==> config.mk <==
export PLATFORM = sky130hd
export DESIGN_NAME = hilo_unit
export DESIGN_NICKNAME = d
export VERILOG_FILES = /design/src/rtl/hilo_unit_pkg.sv /design/src/rtl/div_core.sv /design/src/rtl/hilo_unit.sv
export SDC_FILE = /design/constraint.sdc
export NUM_CORES = 1
export LEC_CHECK = 0
export CORE_ASPECT_RATIO = 1.2
export CORE_MARGIN = 5
export CORE_UTILIZATION = 35
export CTS_CLUSTER_SIZE = 16
export DETAILED_ROUTE_END_ITERATION = 8
export DONT_BUFFER_PORTS = 1
export PLACE_DENSITY = 0.53
export REMOVE_ABC_BUFFERS = 1
export SLEW_MARGIN = 10
export SYNTH_ARGS = -nofsm -noshare
export SYNTH_HDL_FRONTEND = slang
export SYNTH_SLANG_ARGS = --single-unit
==> constraint.sdc <==
create_clock -name clk -period 5.5 [get_ports clk]
set_clock_uncertainty 0.05 [all_clocks]
set_input_delay 0 -clock clk [delete_from_list [all_inputs] [get_ports clk]]
set_output_delay 0 -clock clk [all_outputs]
set_load 0.05 [all_outputs]
==> src/rtl/hilo_unit_pkg.sv <==
// Shared definitions for the HI/LO multiply/divide unit: FSM states, ALU
// control codes and divider constants.
package hilo_unit_pkg;

  typedef enum logic [1:0] {
    IDLE = 2'd0,
    DIV  = 2'd1,
    FIX  = 2'd2
  } state_e;

  localparam logic [4:0] ALU_AND  = 5'd0;
  localparam logic [4:0] ALU_OR   = 5'd1;
  localparam logic [4:0] ALU_ADD  = 5'd2;
  localparam logic [4:0] ALU_SUB  = 5'd3;
  localparam logic [4:0] ALU_SLT  = 5'd4;
  localparam logic [4:0] ALU_MUL  = 5'd5;
  localparam logic [4:0] ALU_DIV  = 5'd6;
  localparam logic [4:0] ALU_DIVU = 5'd7;

  localparam int unsigned DIV_ITERS = 32;
  localparam logic [31:0] DIV0_LO   = 32'hFFFF_FFFF;

endpackage

==> src/rtl/div_core.sv <==
// Restoring divider datapath: one quotient bit per step on operand magnitudes,
// with sign fix-up and the divide-by-zero result applied on the outputs.
module div_core
  import hilo_unit_pkg::*;
#(
  parameter int unsigned WIDTH = 32
) (
  input  logic             clk,
  input  logic             rst_n,
  input  logic             i_load,
  input  logic             i_step,
  input  logic             i_signed,
  input  logic [WIDTH-1:0] i_a,
  input  logic [WIDTH-1:0] i_b,
  output logic             o_last,
  output logic [WIDTH-1:0] o_quo,
  output logic [WIDTH-1:0] o_rem,
  output logic             o_dz
);

  localparam int unsigned CntW = $clog2(DIV_ITERS);

  logic [CntW-1:0]  r_cnt;
  logic [WIDTH-1:0] r_rem;
  logic [WIDTH-1:0] r_quo;
  logic [WIDTH-1:0] r_dvs;
  logic             r_neg_q;
  logic             r_neg_r;
  logic             r_dz;

  logic             w_a_neg;
  logic             w_b_neg;
  logic             w_b_zero;
  logic [WIDTH-1:0] w_a_mag;
  logic [WIDTH-1:0] w_b_mag;
  logic [WIDTH:0]   w_shift;
  logic [WIDTH:0]   w_diff;
  logic             w_ge;

  assign w_a_neg  = i_signed & i_a[WIDTH-1];
  assign w_b_neg  = i_signed & i_b[WIDTH-1];
  assign w_b_zero = (i_b == '0);
  assign w_a_mag  = w_a_neg ? -i_a : i_a;
  assign w_b_mag  = w_b_neg ? -i_b : i_b;

  // Bring in the next dividend bit; the borrow out of bit WIDTH means "too small".
  assign w_shift = {r_rem, r_quo[WIDTH-1]};
  assign w_diff  = w_shift - {1'b0, r_dvs};
  assign w_ge    = ~w_diff[WIDTH];

  always_ff @(posedge clk or negedge rst_n) begin
    if (!rst_n) begin
      r_cnt   <= '0;
      r_rem   <= '0;
      r_quo   <= '0;
      r_dvs   <= '0;
      r_neg_q <= 1'b0;
      r_neg_r <= 1'b0;
      r_dz    <= 1'b0;
    end else if (i_load) begin
      r_cnt   <= '0;
      r_rem   <= w_b_zero ? i_a : '0;
      r_quo   <= w_b_zero ? WIDTH'(DIV0_LO) : w_a_mag;
      r_dvs   <= w_b_mag;
      r_neg_q <= w_a_neg ^ w_b_neg;
      r_neg_r <= w_a_neg;
      r_dz    <= w_b_zero;
    end else if (i_step) begin
      r_cnt <= r_cnt + 1'b1;
      r_rem <= w_ge ? w_diff[WIDTH-1:0] : w_shift[WIDTH-1:0];
      r_quo <= {r_quo[WIDTH-2:0], w_ge};
    end
  end

  assign o_last = (r_cnt == CntW'(DIV_ITERS - 1));
  assign o_quo  = (r_neg_q && !r_dz) ? -r_quo : r_quo;
  assign o_rem  = (r_neg_r && !r_dz) ? -r_rem : r_rem;
  assign o_dz   = r_dz;

endmodule

==> src/rtl/hilo_unit.sv <==
// HI/LO register unit: accepts MUL results, move-to writes and iterative
// DIV/DIVU operations, writing the division result back in the FIX state.
module hilo_unit
  import hilo_unit_pkg::*;
#(
  parameter int unsigned WIDTH = 32
) (
  input  logic             clk,
  input  logic             rst_n,
  input  logic             mul_valid,
  input  logic [WIDTH-1:0] mul_lo,
  input  logic [WIDTH-1:0] mul_hi,
  input  logic             div_start,
  input  logic             div_signed,
  input  logic [WIDTH-1:0] op_a,
  input  logic [WIDTH-1:0] op_b,
  input  logic             mthi,
  input  logic             mtlo,
  input  logic [WIDTH-1:0] wdata,
  input  logic             flush,
  output logic [WIDTH-1:0] hi,
  output logic [WIDTH-1:0] lo,
  output logic             busy,
  output logic             div_done,
  output logic             div_by_zero
);

  state_e           r_state;
  state_e           w_state_next;
  logic [WIDTH-1:0] r_hi;
  logic [WIDTH-1:0] r_lo;
  logic             r_done;
  logic             r_dz;

  logic             w_idle;
  logic             w_div_acc;
  logic             w_mul_acc;
  logic             w_mt_acc;
  logic             w_step;
  logic             w_fix_wr;
  logic             w_last;
  logic [WIDTH-1:0] w_quo;
  logic [WIDTH-1:0] w_rem;
  logic             w_dz;

  assign w_idle    = (r_state == IDLE);
  assign w_div_acc = w_idle & div_start;
  assign w_mul_acc = w_idle & ~div_start & mul_valid;
  assign w_mt_acc  = w_idle & ~div_start & ~mul_valid;
  assign w_step    = (r_state == DIV) & ~flush;
  assign w_fix_wr  = (r_state == FIX) & ~flush;

  div_core #(
    .WIDTH (WIDTH)
  ) u_div_core (
    .clk      (clk),
    .rst_n    (rst_n),
    .i_load   (w_div_acc),
    .i_step   (w_step),
    .i_signed (div_signed),
    .i_a      (op_a),
    .i_b      (op_b),
    .o_last   (w_last),
    .o_quo    (w_quo),
    .o_rem    (w_rem),
    .o_dz     (w_dz)
  );

  always_comb begin
    w_state_next = r_state;
    unique case (r_state)
      IDLE:    if (div_start) w_state_next = (op_b == '0) ? FIX : DIV;
      DIV:     if (w_last) w_state_next = FIX;
      FIX:     w_state_next = IDLE;
      default: w_state_next = IDLE;
    endcase
    // Flush in IDLE must not block a same-cycle request.
    if (flush && !w_idle) w_state_next = IDLE;
  end

  always_ff @(posedge clk or negedge rst_n) begin
    if (!rst_n) begin
      r_state <= IDLE;
      r_hi    <= '0;
      r_lo    <= '0;
      r_done  <= 1'b0;
      r_dz    <= 1'b0;
    end else begin
      r_state <= w_state_next;
      r_done  <= w_fix_wr;
      r_dz    <= w_fix_wr & w_dz;
      if (w_fix_wr) begin
        r_hi <= w_rem;
        r_lo <= w_quo;
      end else if (w_mul_acc) begin
        r_hi <= mul_hi;
        r_lo <= mul_lo;
      end else if (w_mt_acc) begin
        if (mthi) r_hi <= wdata;
        if (mtlo) r_lo <= wdata;
      end
    end
  end

  assign hi          = r_hi;
  assign lo          = r_lo;
  assign busy        = ~w_idle;
  assign div_done    = r_done;
  assign div_by_zero = r_dz;

endmodule
* Word level (Yosys, flattened, before mapping)
Index checks and enable logic that the tools add are counted.
** Cells by class
- Add/subtract/negate cells :: 6
- Eq/ne operators :: 5
- Mux-type cells :: 26
- Bitwise gates (word level) :: 15
- Reductions and logical operators :: 14
** Operator list (number)
- $mux W32 :: 19
- $neg A32 Y32 :: 4
- $sub A33 B32 Y33 :: 1
- $logic_not A32 Y1 :: 1
- $mux W5 :: 2
- $and A1 B1 Y1 :: 9
- $reduce_bool A3 Y1 :: 3
- $mux W2 :: 4
- $reduce_and A2 Y1 :: 3
- $add A5 B1 Y5 const B :: 1
- $eq A5 B5 Y1 const B :: 1
- $not A1 Y1 :: 5
- $pmux W2 S2 :: 1
- $logic_and A1 B1 Y1 :: 3
- $ne A3 B1 Y1 const B :: 1
- $ne A3 B2 Y1 const B :: 1
- $eq A2 B1 Y1 const B :: 1
- $eq A2 B2 Y1 const B :: 1
- $logic_not A1 Y1 :: 2
- $logic_not A2 Y1 :: 1
- $reduce_bool A2 Y1 :: 1
- $xor A1 B1 Y1 :: 1
** Word-level totals
- Bits in registers :: 172
- Bits of input ports :: 168
- Output and inout port bits :: 67

* Logic depth before layout (Yosys ltp)
Gate-level depths: netlist of run 1.
- Depth in word-level cells :: 6
- Depth in mapped cells :: 13
- Gate-level depth less buffers :: 12

* Cells and area by module
Synthesis of run 1 repeated with hierarchy kept, for this count alone.
** Unflattened totals
- Cell total of the unflattened synthesis :: 1552
- Area, all modules :: 12685.9 sq um
** By module, submodules not included
- div_core :: instances 1, cells each 1200, area an instance 9315.2 sq um
- hilo_unit :: instances 1, cells each 352, area an instance 3370.7 sq um

* Worst setup path after synthesis of run 1
OpenSTA, ideal clock, no wires.
- Path type :: flip-flop to flip-flop
- From :: register u_div_core.r_quo[31]
- To :: register u_div_core.r_rem[13]
- Arrival :: 2.741 ns
- Data required time :: 5.316 ns
- Path slack :: 2.575 ns
- Cell stages (with the launch flop) :: 14
- Path buffers :: 1
- Period minus slack after synthesis :: 2.925 ns
- Cells stage by stage :: dfrtp_1 inv_1 ha_1 fa_1 nand2b_1 a21oi_1 o21ai_0 a21oi_2 o2111ai_1 a21oi_2 nor3_2 buf_2 a222oi_1 o21ai_1
** On the way
- Cells in the longest elaborated chain, start to end :: 4
** RTL lines
- start: declaration :: RTL line div_core.sv:25 : logic [WIDTH-1:0] r_quo;
- start signal: assignment :: RTL line div_core.sv:63 : r_quo <= w_b_zero ? WIDTH'(DIV0_LO) : w_a_mag;
- start signal: assignment :: RTL line div_core.sv:71 : r_quo <= {r_quo[WIDTH-2:0], w_ge};
- $sub A33 B32 Y33 :: RTL line div_core.sv:48 : assign w_diff = w_shift - {1'b0, r_dvs};
- $mux W32 :: RTL line div_core.sv:70 : r_rem <= w_ge ? w_diff[WIDTH-1:0] : w_shift[WIDTH-1:0];
- $mux W32 :: RTL line div_core.sv:68 : end else if (i_step) begin
- $mux W32 :: RTL line div_core.sv:60 : end else if (i_load) begin
- end signal: assignment :: RTL line div_core.sv:62 : r_rem <= w_b_zero ? i_a : '0;
- end signal: assignment :: RTL line div_core.sv:70
- end: declaration :: RTL line div_core.sv:24 : logic [WIDTH-1:0] r_rem;
No other way between the ends. The select of a mux whose other input is x is not followed.
A chain may end at the register's enable or synchronous reset.

* Worst setup path after layout of run 1
- From :: register r_state[1]
- To :: register r_hi[11], in the netlist hi[11]
** On the way
- Cells in the longest elaborated chain, start to end :: 5
- Elaborated cells on any way between the ends :: 11
** RTL lines
- start: declaration :: RTL line hilo_unit.sv:28 : state_e r_state;
- start signal: assignment :: RTL line hilo_unit.sv:89 : r_state <= w_state_next;
- $logic_not A2 Y1 :: RTL line hilo_unit.sv:46 : assign w_idle = (r_state == IDLE);
- $and A1 B1 Y1 :: RTL line hilo_unit.sv:48, hilo_unit.sv:49
- $and A1 B1 Y1 (on tied branches) :: RTL line hilo_unit.sv:48, hilo_unit.sv:49
- $reduce_bool A3 Y1 (no line) / $mux W32 (equally long branches)
- $reduce_and A2 Y1 (no line) / $mux W32 (equally long branches)
- end signal: assignment :: RTL line hilo_unit.sv:93 : r_hi <= w_rem;
- end signal: assignment :: RTL line hilo_unit.sv:96 : r_hi <= mul_hi;
- end signal: assignment :: RTL line hilo_unit.sv:99 : if (mthi) r_hi <= wdata;
- end: declaration :: RTL line hilo_unit.sv:30 : logic [WIDTH-1:0] r_hi;
Parallel ways exist; a longest one is shown, timed or not.

==> results_tabular.tex, run 1 <==
\begin{tabular}{lr}
\hline
Metric & Value \\
\hline
\multicolumn{2}{l}{\textbf{GRT}} \\
Global-route wire length before repair & 66670 um \\
Largest net degree at the start of global routing & around 170 \\
Via count of the first global-routing pass & between 10000 and 15000 \\
Antenna violations before repair & 8 \\
Total GRT Usage & 0.2100 \\
Congestion Overflow GR & 0 \\
\multicolumn{2}{l}{\textbf{Drt}} \\
Post-route DRC & 0 \\
Number of DRC violations after detailed-routing iteration 0 & just under 700 \\
Post-detailed-route count of antenna-violating nets & 0 \\
Routed wire per std cell & 19.19 um \\
Drt total wl & about 43000 um \\
Detailed-router iteration count before antenna repair & 5 \\
Post-detailed-route via-to-cell ratio & between 5 and 6 \\
Count of vias placed by the detailed router & between 10000 and 15000 \\
\multicolumn{2}{l}{\textbf{Logic synthesis}} \\
Async S/R FF share, synth & 1.000 \\
Number of standard cells after synthesis & around 1600 \\
Area fraction in compound gates after synthesis & 0.2560 \\
EDFF count, synth & 0 \\
Share of cell area taken by muxes after synthesis & 0.01435 \\
Post-synthesis register bit count & $\sim$170 \\
Primary FF master, synth & sky130\_fd\_sc\_hd\_\_dfrtp\_1 \\
Top cell type by total area after synthesis & sky130\_fd\_sc\_hd\_\_dfrtp\_1 \\
Synth top area share & 0.3427 \\
Post-Synth Simple-Gate Area & 0.1928 \\
Mapped Area & around 13000 um2 \\
Share of the synthesized netlist area taken by xor and xnor gates & 0.1046 \\
Dominant combinational cell family by area after synthesis & compound AO/OA/AOI/OAI gates \\
Library cells used by synthesis & between 70 and 80 \\
Cell types with the largest area share after synthesis & sky130\_fd\_sc\_hd\_\_dfrtp\_1, sky130\_fd\_sc\_hd\_\_a21oi\_1, sky130\_fd\_sc\_hd\_\_nor2\_1, sky130\_fd\_sc\_hd\_\_xnor2\_1, sky130\_fd\_sc\_hd\_\_xor2\_1 \\
Post-synthesis sequential area ratio & 0.3427 \\
Warnings from Yosys & 0 \\
Share of synthesized cell area in full adder, half adder and majority cells & 0.03945 \\
Average cell area after synthesis & 7.869 um2 \\
\multicolumn{2}{l}{\textbf{STA}} \\
Rel. slew slack & 0.2278 \\
Count of endpoints failing setup in the final report & 0 \\
Crit share post-route & 0.6900 \\
Sum of negative setup slack & 0 ns \\
Max-slew violations & 0 \\
Final Critical Period & 3.795 ns \\
Max Clk Rate & 263.5 MHz \\
Unrepaired setup endpoints after global routing & no \\
Tightest Pin Transition & between 1 and 1.5 ns \\
Final Hold Violating Endpoints & 0 \\
\multicolumn{2}{l}{\textbf{Final layout}} \\
Growth of design area from synthesis to finish & 24.79\% \\
Most used cells in the layout excluding fill and tap cells & sky130\_fd\_sc\_hd\_\_a21oi\_1, sky130\_fd\_sc\_hd\_\_dlygate4sd3\_1, sky130\_fd\_sc\_hd\_\_nor2\_1 \\
Fraction of layout instances using a drive strength above 1 & 0.04318 \\
Commonest non-fill, non-tap cell in the layout & sky130\_fd\_sc\_hd\_\_a21oi\_1 \\
Net count, final & approximately 2000 \\
Filler Cells Inserted & approximately 3600 \\
Cell area after layout & approximately 16000 um2 \\
\multicolumn{2}{l}{\textbf{Place}} \\
DP Area & around 13000 um2 \\
Routability-driven placement congestion ratio & a little over 0.9 \\
HPWL after DPL & 30450 um \\
Number of buffers added on ports & 0 \\
\multicolumn{2}{l}{\textbf{Floorplanning}} \\
Core Area & between 30000 and 40000 um2 \\
Chip Width & around 180 um \\
IO Count & 235 \\
Effective utilization at floorplan & 0.3522 \\
Die Outline Area & a little under 40000 um2 \\
Number of standard-cell rows in the floorplan & 76 \\
Chip Height & $\sim$220 um \\
\multicolumn{2}{l}{\textbf{Min path}} \\
Number of cells traversed by the worst hold path & 5 \\
Critical hold path startpoint & wdata[27] \\
Worst Hold End & hi[27] \\
Worst hold path type & in -> reg \\
\multicolumn{2}{l}{\textbf{Critical path}} \\
Critical-path maximum fanout & 32 \\
Data arrival time at the worst-slack endpoint & a little over 4 ns \\
FF-to-FF setup slack & 1.70 ns \\
Crit Reg-Reg Endpoint & hi[11] \\
Nature of the critical path startpoint & register \\
Data required, critical path & approximately 5.8 ns \\
Launch point of the worst reg-to-reg path & r\_state[1] \\
Category of the most critical setup path & reg -> reg \\
Number of cells on the worst reg-to-reg path & 10 \\
Element type at the critical path end & register \\
\multicolumn{2}{l}{\textbf{CTS}} \\
H-tree levels & 4 \\
Number of buffers on the longest clock path & 2 \\
Total of hold buffers inserted after clock tree synthesis & $\sim$220 \\
Clock Tree Root & sky130\_fd\_sc\_hd\_\_clkbuf\_16 \\
CTS Sinks & $\sim$170 \\
TritonCTS clock tree & built \\
Clock transition at the registers of the reported paths & $\sim$0.060 ns \\
Later-pin clock latency in the skew report & 0.46 ns \\
Total CTS buffers & 17 \\
Cells resized by post-CTS repair & 0 \\
Number of post-CTS setup repair buffers & 0 \\
\multicolumn{2}{l}{\textbf{Power and ir drop}} \\
Worst IR drop on VDD & 235.5 uV \\
Power, Total & 6.914 mW \\
Pwr Density & around 440 nW/um2 \\
Leakage power total & around 6.3 nW \\
\multicolumn{2}{l}{\textbf{Status}} \\
Outcome & finished clean \\
\multicolumn{2}{l}{\textbf{Job}} \\
Max\_cap viols & 0 \\
\hline
\end{tabular}
-- cell families after synthesis --
| kind of cell | count (synthesis) |
|---|---|
| AO/OA/AOI/OAI | 542 |
| XOR/XNOR | 150 |
| adder cells (fa/ha/maj) | 39 |
| buffers and inverters | 160 |
| flip-flops | 172 |
| multiplexers | 18 |
| AND/OR/NAND/NOR | 515 |
-- power breakdown --
| part | internal [mW] | switching, mW |
|---|---|---|
| clock network | 0.717 | 0.532 |
| registers | 1.60 | 0.873 |
| logic | 1.33 | 1.86 |
-- synthesized netlist by cell type, types with 14 or more instances --
cell type,number
sky130_fd_sc_hd__a21o_1,14
sky130_fd_sc_hd__a21oi_1,267
sky130_fd_sc_hd__a31oi_1,19
sky130_fd_sc_hd__and2_1,38
sky130_fd_sc_hd__clkbuf_1,74
sky130_fd_sc_hd__dfrtp_1,172
sky130_fd_sc_hd__ha_1,38
sky130_fd_sc_hd__inv_1,65
sky130_fd_sc_hd__mux2i_1,18
sky130_fd_sc_hd__nand2_1,152
sky130_fd_sc_hd__nand3_1,23
sky130_fd_sc_hd__nor2_1,187
sky130_fd_sc_hd__nor3_1,32
sky130_fd_sc_hd__o21ai_0,110
sky130_fd_sc_hd__o31ai_1,18
sky130_fd_sc_hd__xnor2_1,77
sky130_fd_sc_hd__xor2_1,73
-- worst max path at each step --
stage	from	to	slack [ns]	depth (start not counted)
global placement	u_div_core.r_quo[31]	u_div_core.r_rem[13]	1.92	12
finish	r_state[1]	hi[11]	1.70	10
CTS	r_state[1]	hi[7]	1.80	7
global route	r_state[1]	lo[14]	1.33	9
floorplan	r_state[0]	hi[13]	-2.67	2
detailed placement	u_div_core.r_quo[31]	u_div_core.r_rem[21]	1.85	12
-- per-layer routing --
layer / routed length (um) / vias up / part of all wire / global-route usage
li1: - / 5970 / - / -
met1: 18260 / 5622 / 0.43 / 0.2593
met2: 20870 / 344 / 0.49 / 0.3621
met3: 2419 / 74 / 0.056 / 0.03871
met4: 1290 / 6 / 0.030 / 0.08321
met5: 28 / - / 0.00065 / 0
-- final cells by class --
class                   count  area, um2  share of cell area
multi-input cells        1264       7649              0.4881
flip-flops and latches    172       4304              0.2747
repair buffers            227       2275              0.1451
well taps                 468      585.6             0.03737
clock buffers              23      488.0             0.03114
inverters                  65      244.0             0.01557
clock inverters             9      111.4            0.007106
diodes                      6      15.01           0.0009581
-- sequential cells by signal (all words and copies together), names as in the netlist --
name	flops
hi	32
lo	32
u_div_core.r_dvs	32
u_div_core.r_quo	32
u_div_core.r_rem	32
u_div_core.r_cnt	5
r_state	2
div_by_zero	1
div_done	1
u_div_core.o_dz	1
u_div_core.r_neg_q	1
u_div_core.r_neg_r	1
-- per-stage QoR --
| step | hold slack, ns | instances | worst slack (ns) | util |
|---|---|---|---|---|
| after floorplan | -0.3456 | 1501 | -2.673 | - |
| after global placement | -0.3335 | 1980 | 1.917 | 0.3611 |
| after detailed placement | -0.3340 | 1980 | 1.847 | 0.3611 |
| after CTS | 0.001903 | 2228 | 1.802 | 0.4391 |
| after global routing | 0.03146 | 2234 | 1.334 | 0.4395 |
| final | 0.01258 | 2234 | 1.705 | 0.4395 |
-- critical path, cell delays in order (launching register included) --
cell and delay, ns:
sky130_fd_sc_hd__dfrtp_1 0.41, sky130_fd_sc_hd__nor2_1 0.31, sky130_fd_sc_hd__inv_1 0.32, sky130_fd_sc_hd__nor2_1 0.40
sky130_fd_sc_hd__nand2_1 0.70, sky130_fd_sc_hd__and2_1 0.46, sky130_fd_sc_hd__a21oi_1 0.13, sky130_fd_sc_hd__dlygate4sd3_1 0.59
sky130_fd_sc_hd__a21oi_1 0.07, sky130_fd_sc_hd__nor2_1 0.14, sky130_fd_sc_hd__a21oi_1 0.06
Note: power is estimated with default switching activity, not from simulation.
==> inputs of run 2 (changes only) <==
Settings changed: PLACE_DENSITY 0.53 to 0.55.
Clock period 5.5 ns to 3.2 ns, I/O delays scaled along.
==> run 2 against run 1 <==
Against the previous run: the run now ends with hold timing left; power rose by 81%; largest power group unchanged; maximum frequency rose by 25%; final cell count rose by 3.0%; wire length rose by 2.2%; final area rose by 3.8%; die area did not move; combinational power rose by 94%; via count rose by 2.6%; sequential power rose by 66%.
==> results_tabular.tex, run 2 (synthesis gave the netlist of run 1 again) <==
\begin{tabular}{lr}
\hline
Metric & Value \\
\hline
\multicolumn{2}{l}{\textbf{Status}} \\
Outcome & complete, but fails checks \\
Failing checks & hold timing \\
\multicolumn{2}{l}{\textbf{STA}} \\
Unrepaired setup endpoints after global routing & yes \\
Worst slack on hold paths & -0.7985 ns \\
Sum of negative setup slack & 0 ns \\
Final Hold Violating Endpoints & around 170 \\
Final setup margin & $\sim$0.15 ns \\
Tightest Pin Transition & just under 1 ns \\
Count of endpoints failing setup in the final report & 0 \\
Final Critical Period & 3.046 ns \\
Crit share post-route & 0.9518 \\
Rel. slew slack & 0.3479 \\
Max Clk Rate & between 300 and 400 MHz \\
Max-slew violations & 0 \\
\multicolumn{2}{l}{\textbf{Final layout}} \\
Commonest non-fill, non-tap cell in the layout & sky130\_fd\_sc\_hd\_\_a21oi\_1 \\
Cell area after layout & $\sim$16000 um2 \\
Most used cells in the layout excluding fill and tap cells & sky130\_fd\_sc\_hd\_\_a21oi\_1, sky130\_fd\_sc\_hd\_\_dlygate4sd3\_1, sky130\_fd\_sc\_hd\_\_nor2\_1 \\
Fraction of layout instances using a drive strength above 1 & 0.08461 \\
Net count, final & around 2000 \\
Growth of design area from synthesis to finish & 29.57\% \\
Number of cells in the finished layout apart from fillers & around 2300 \\
\multicolumn{2}{l}{\textbf{Drt}} \\
Number of DRC violations after detailed-routing iteration 0 & 708 \\
Drt total wl & $\sim$44000 um \\
Post-detailed-route count of antenna-violating nets & 0 \\
Max Used Layer & met5 \\
Total routed wire length on the met1 layer & 18700 um \\
Post-route DRC & 0 \\
Met3 WL post-DR & around 2400 um \\
Detailed-router iteration count before antenna repair & 8 \\
Routed wire per std cell & about 19 um \\
Count of vias placed by the detailed router & roughly 12000 \\
Post-detailed-route via-to-cell ratio & 5.353 \\
Met2 wire length & $\sim$21000 um \\
\multicolumn{2}{l}{\textbf{Power and ir drop}} \\
Clock power share & 0.176 \\
Net Sw Power & approximately 5.8 mW \\
Design internal power & between 6 and 7 mW \\
Pwr Density & a little under 800 nW/um2 \\
Leakage power total & about 6.7 nW \\
Worst IR drop on VDD & 517.1 uV \\
Net Sw Frac & 0.4604 \\
Combinational group share of total power & 0.495 \\
Reg power frac & 0.329 \\
\multicolumn{2}{l}{\textbf{CTS}} \\
Clock Tree Root & sky130\_fd\_sc\_hd\_\_clkbuf\_16 \\
Total of hold buffers inserted after clock tree synthesis & about 220 \\
CTS Sinks & between 150 and 200 \\
Total CTS buffers & 17 \\
TritonCTS clock tree & built \\
Later-pin clock latency in the skew report & between 0.4 and 0.5 ns \\
Number of buffers on the longest clock path & 2 \\
H-tree levels & 4 \\
Clock transition at the registers of the reported paths & 0.07 ns \\
\multicolumn{2}{l}{\textbf{Job}} \\
Max\_cap viols & 0 \\
\multicolumn{2}{l}{\textbf{Critical path}} \\
Data arrival time at the worst-slack endpoint & about 3.3 ns \\
Category of the most critical setup path & reg -> reg \\
Data required, critical path & between 3 and 4 ns \\
Element type at the critical path end & register \\
Critical Path Slowest Stage Cell & sky130\_fd\_sc\_hd\_\_fa\_1 \\
Critical-path cell list & inv\_1 > ha\_1 > fa\_1 > nand2b\_4 > a21oi\_2 > o21ai\_2 > a21oi\_2 > o2111a\_1 > nor3\_4 > buf\_4 > nor2\_4 > buf\_4 > mux2i\_2 > a211oi\_2 \\
Maximum cell stage delay along the critical path & $\sim$0.42 ns \\
Nature of the critical path startpoint & register \\
Critical-path maximum fanout & 6 \\
\multicolumn{2}{l}{\textbf{GRT}} \\
Congestion Overflow GR & 0 \\
Global-route wire length before repair & between 60000 and 70000 um \\
Total GRT Usage & 0.2148 \\
Via count of the first global-routing pass & about 12000 \\
Largest net degree at the start of global routing & around 170 \\
Antenna violations before repair & 5 \\
\multicolumn{2}{l}{\textbf{Floorplanning}} \\
Chip Width & $\sim$180 um \\
Core Area & $\sim$36000 um2 \\
Chip Height & approximately 220 um \\
Effective utilization at floorplan & 0.3522 \\
Number of standard-cell rows in the floorplan & 76 \\
Die Outline Area & roughly 40000 um2 \\
IO Count & between 200 and 250 \\
\multicolumn{2}{l}{\textbf{Place}} \\
Count of placed standard cells including taps & approximately 2100 \\
Routability-driven placement congestion ratio & 0.8959 \\
HPWL after DPL & roughly 32000 um \\
DP Area & $\sim$13000 um2 \\
Pre-CTS WS & -0.09063 ns \\
Number of buffers added on ports & 0 \\
\multicolumn{2}{l}{\textbf{Min path}} \\
Worst hold path type & in -> async \\
\hline
\end{tabular}
-- run 2: cell types whose count changed in the layout (fill, tap and decap cells not counted), sizes merged --
cell / change
clkbuf: -4
inv: +3
bufinv: +1
buf: +72
diode: -4
clkinvlp: +2
clkinv: -2
-- run 2: final cells by class --
class | count | area [um2]
Antenna cell | 2 | 5.005
Clock buffer | 19 | 442.9
Clock inverter | 13 | 165.2
Fill cell | 3534 | 19390
Inverter | 65 | 244.0
Multi-Input combinational cell | 1264 | 7697
Sequential cell | 172 | 4304
Tap cell | 468 | 585.6
Timing Repair Buffer | 299 | 2828
-- run 2: power by group through the flow --
stage	registers [mW]	clock network [mW]	logic (mW)
floorplan	4.03	0	3.92
global placement	4.13	0	5.73
detailed placement	4.15	0	5.74
CTS	4.10	2.26	6.11
global route	4.19	2.33	6.88
finish	4.11	2.20	6.19
-- run 2: critical path, delay by kind of cell, from the launching register on --
kind	cells	cell delay, ns
flops	1	0.35
buf+inv	3	0.44
fa+ha+maj	2	0.62
mux	1	0.22
simple gates	3	0.40
compound gates	5	0.85
-- run 2: through the flow --
stage	power, mW	util	hold slack, ns
5_1_grt	13.40	0.4563	-0.8216
3_5_place_dp	9.888	0.3771	-0.3348
6_report	12.51	0.4563	-0.7985
3_3_place_gp	9.857	0.3771	-0.3323
2_1_floorplan	7.952	-	-0.3456
4_1_cts	12.47	0.4547	-0.8263
-- run 2: path summary, 6_finish.rpt --
kind	start	to	slack [ns]	cells past startpoint
max	u_div_core.r_quo[31]	u_div_core.r_rem[22]	0.15	14
min	rst_n	u_div_core.r_rem[0]	-0.80	0
max reg2reg	u_div_core.r_quo[31]	u_div_core.r_rem[22]	0.15	14
min reg2reg	u_div_core.r_dvs[16]	u_div_core.r_dvs[16]	0.43	2
max in group asynchronous	rst_n	lo[30]	3.52	0
min in group clk	op_a[0]	u_div_core.r_quo[13]	0.02	4
-- run 2: layer usage --
metal	track usage	vias to the layer above
li1	-	6099
met3	0.03921	83
met5	0	-
met1	0.2727	5776
met4	0.08172	6
met2	0.3636	359
-- run 2: what timing repair did --
| action | CTS | global route |
|---|---|---|
| setup buffers | 0 | 0 |
| pin swaps | 0 | 4 |
| endpoints found under the hold margin | 335 | 172 |
| setup endpoints to repair | 15 | 59 |
| resized for setup | 2 | 10 |
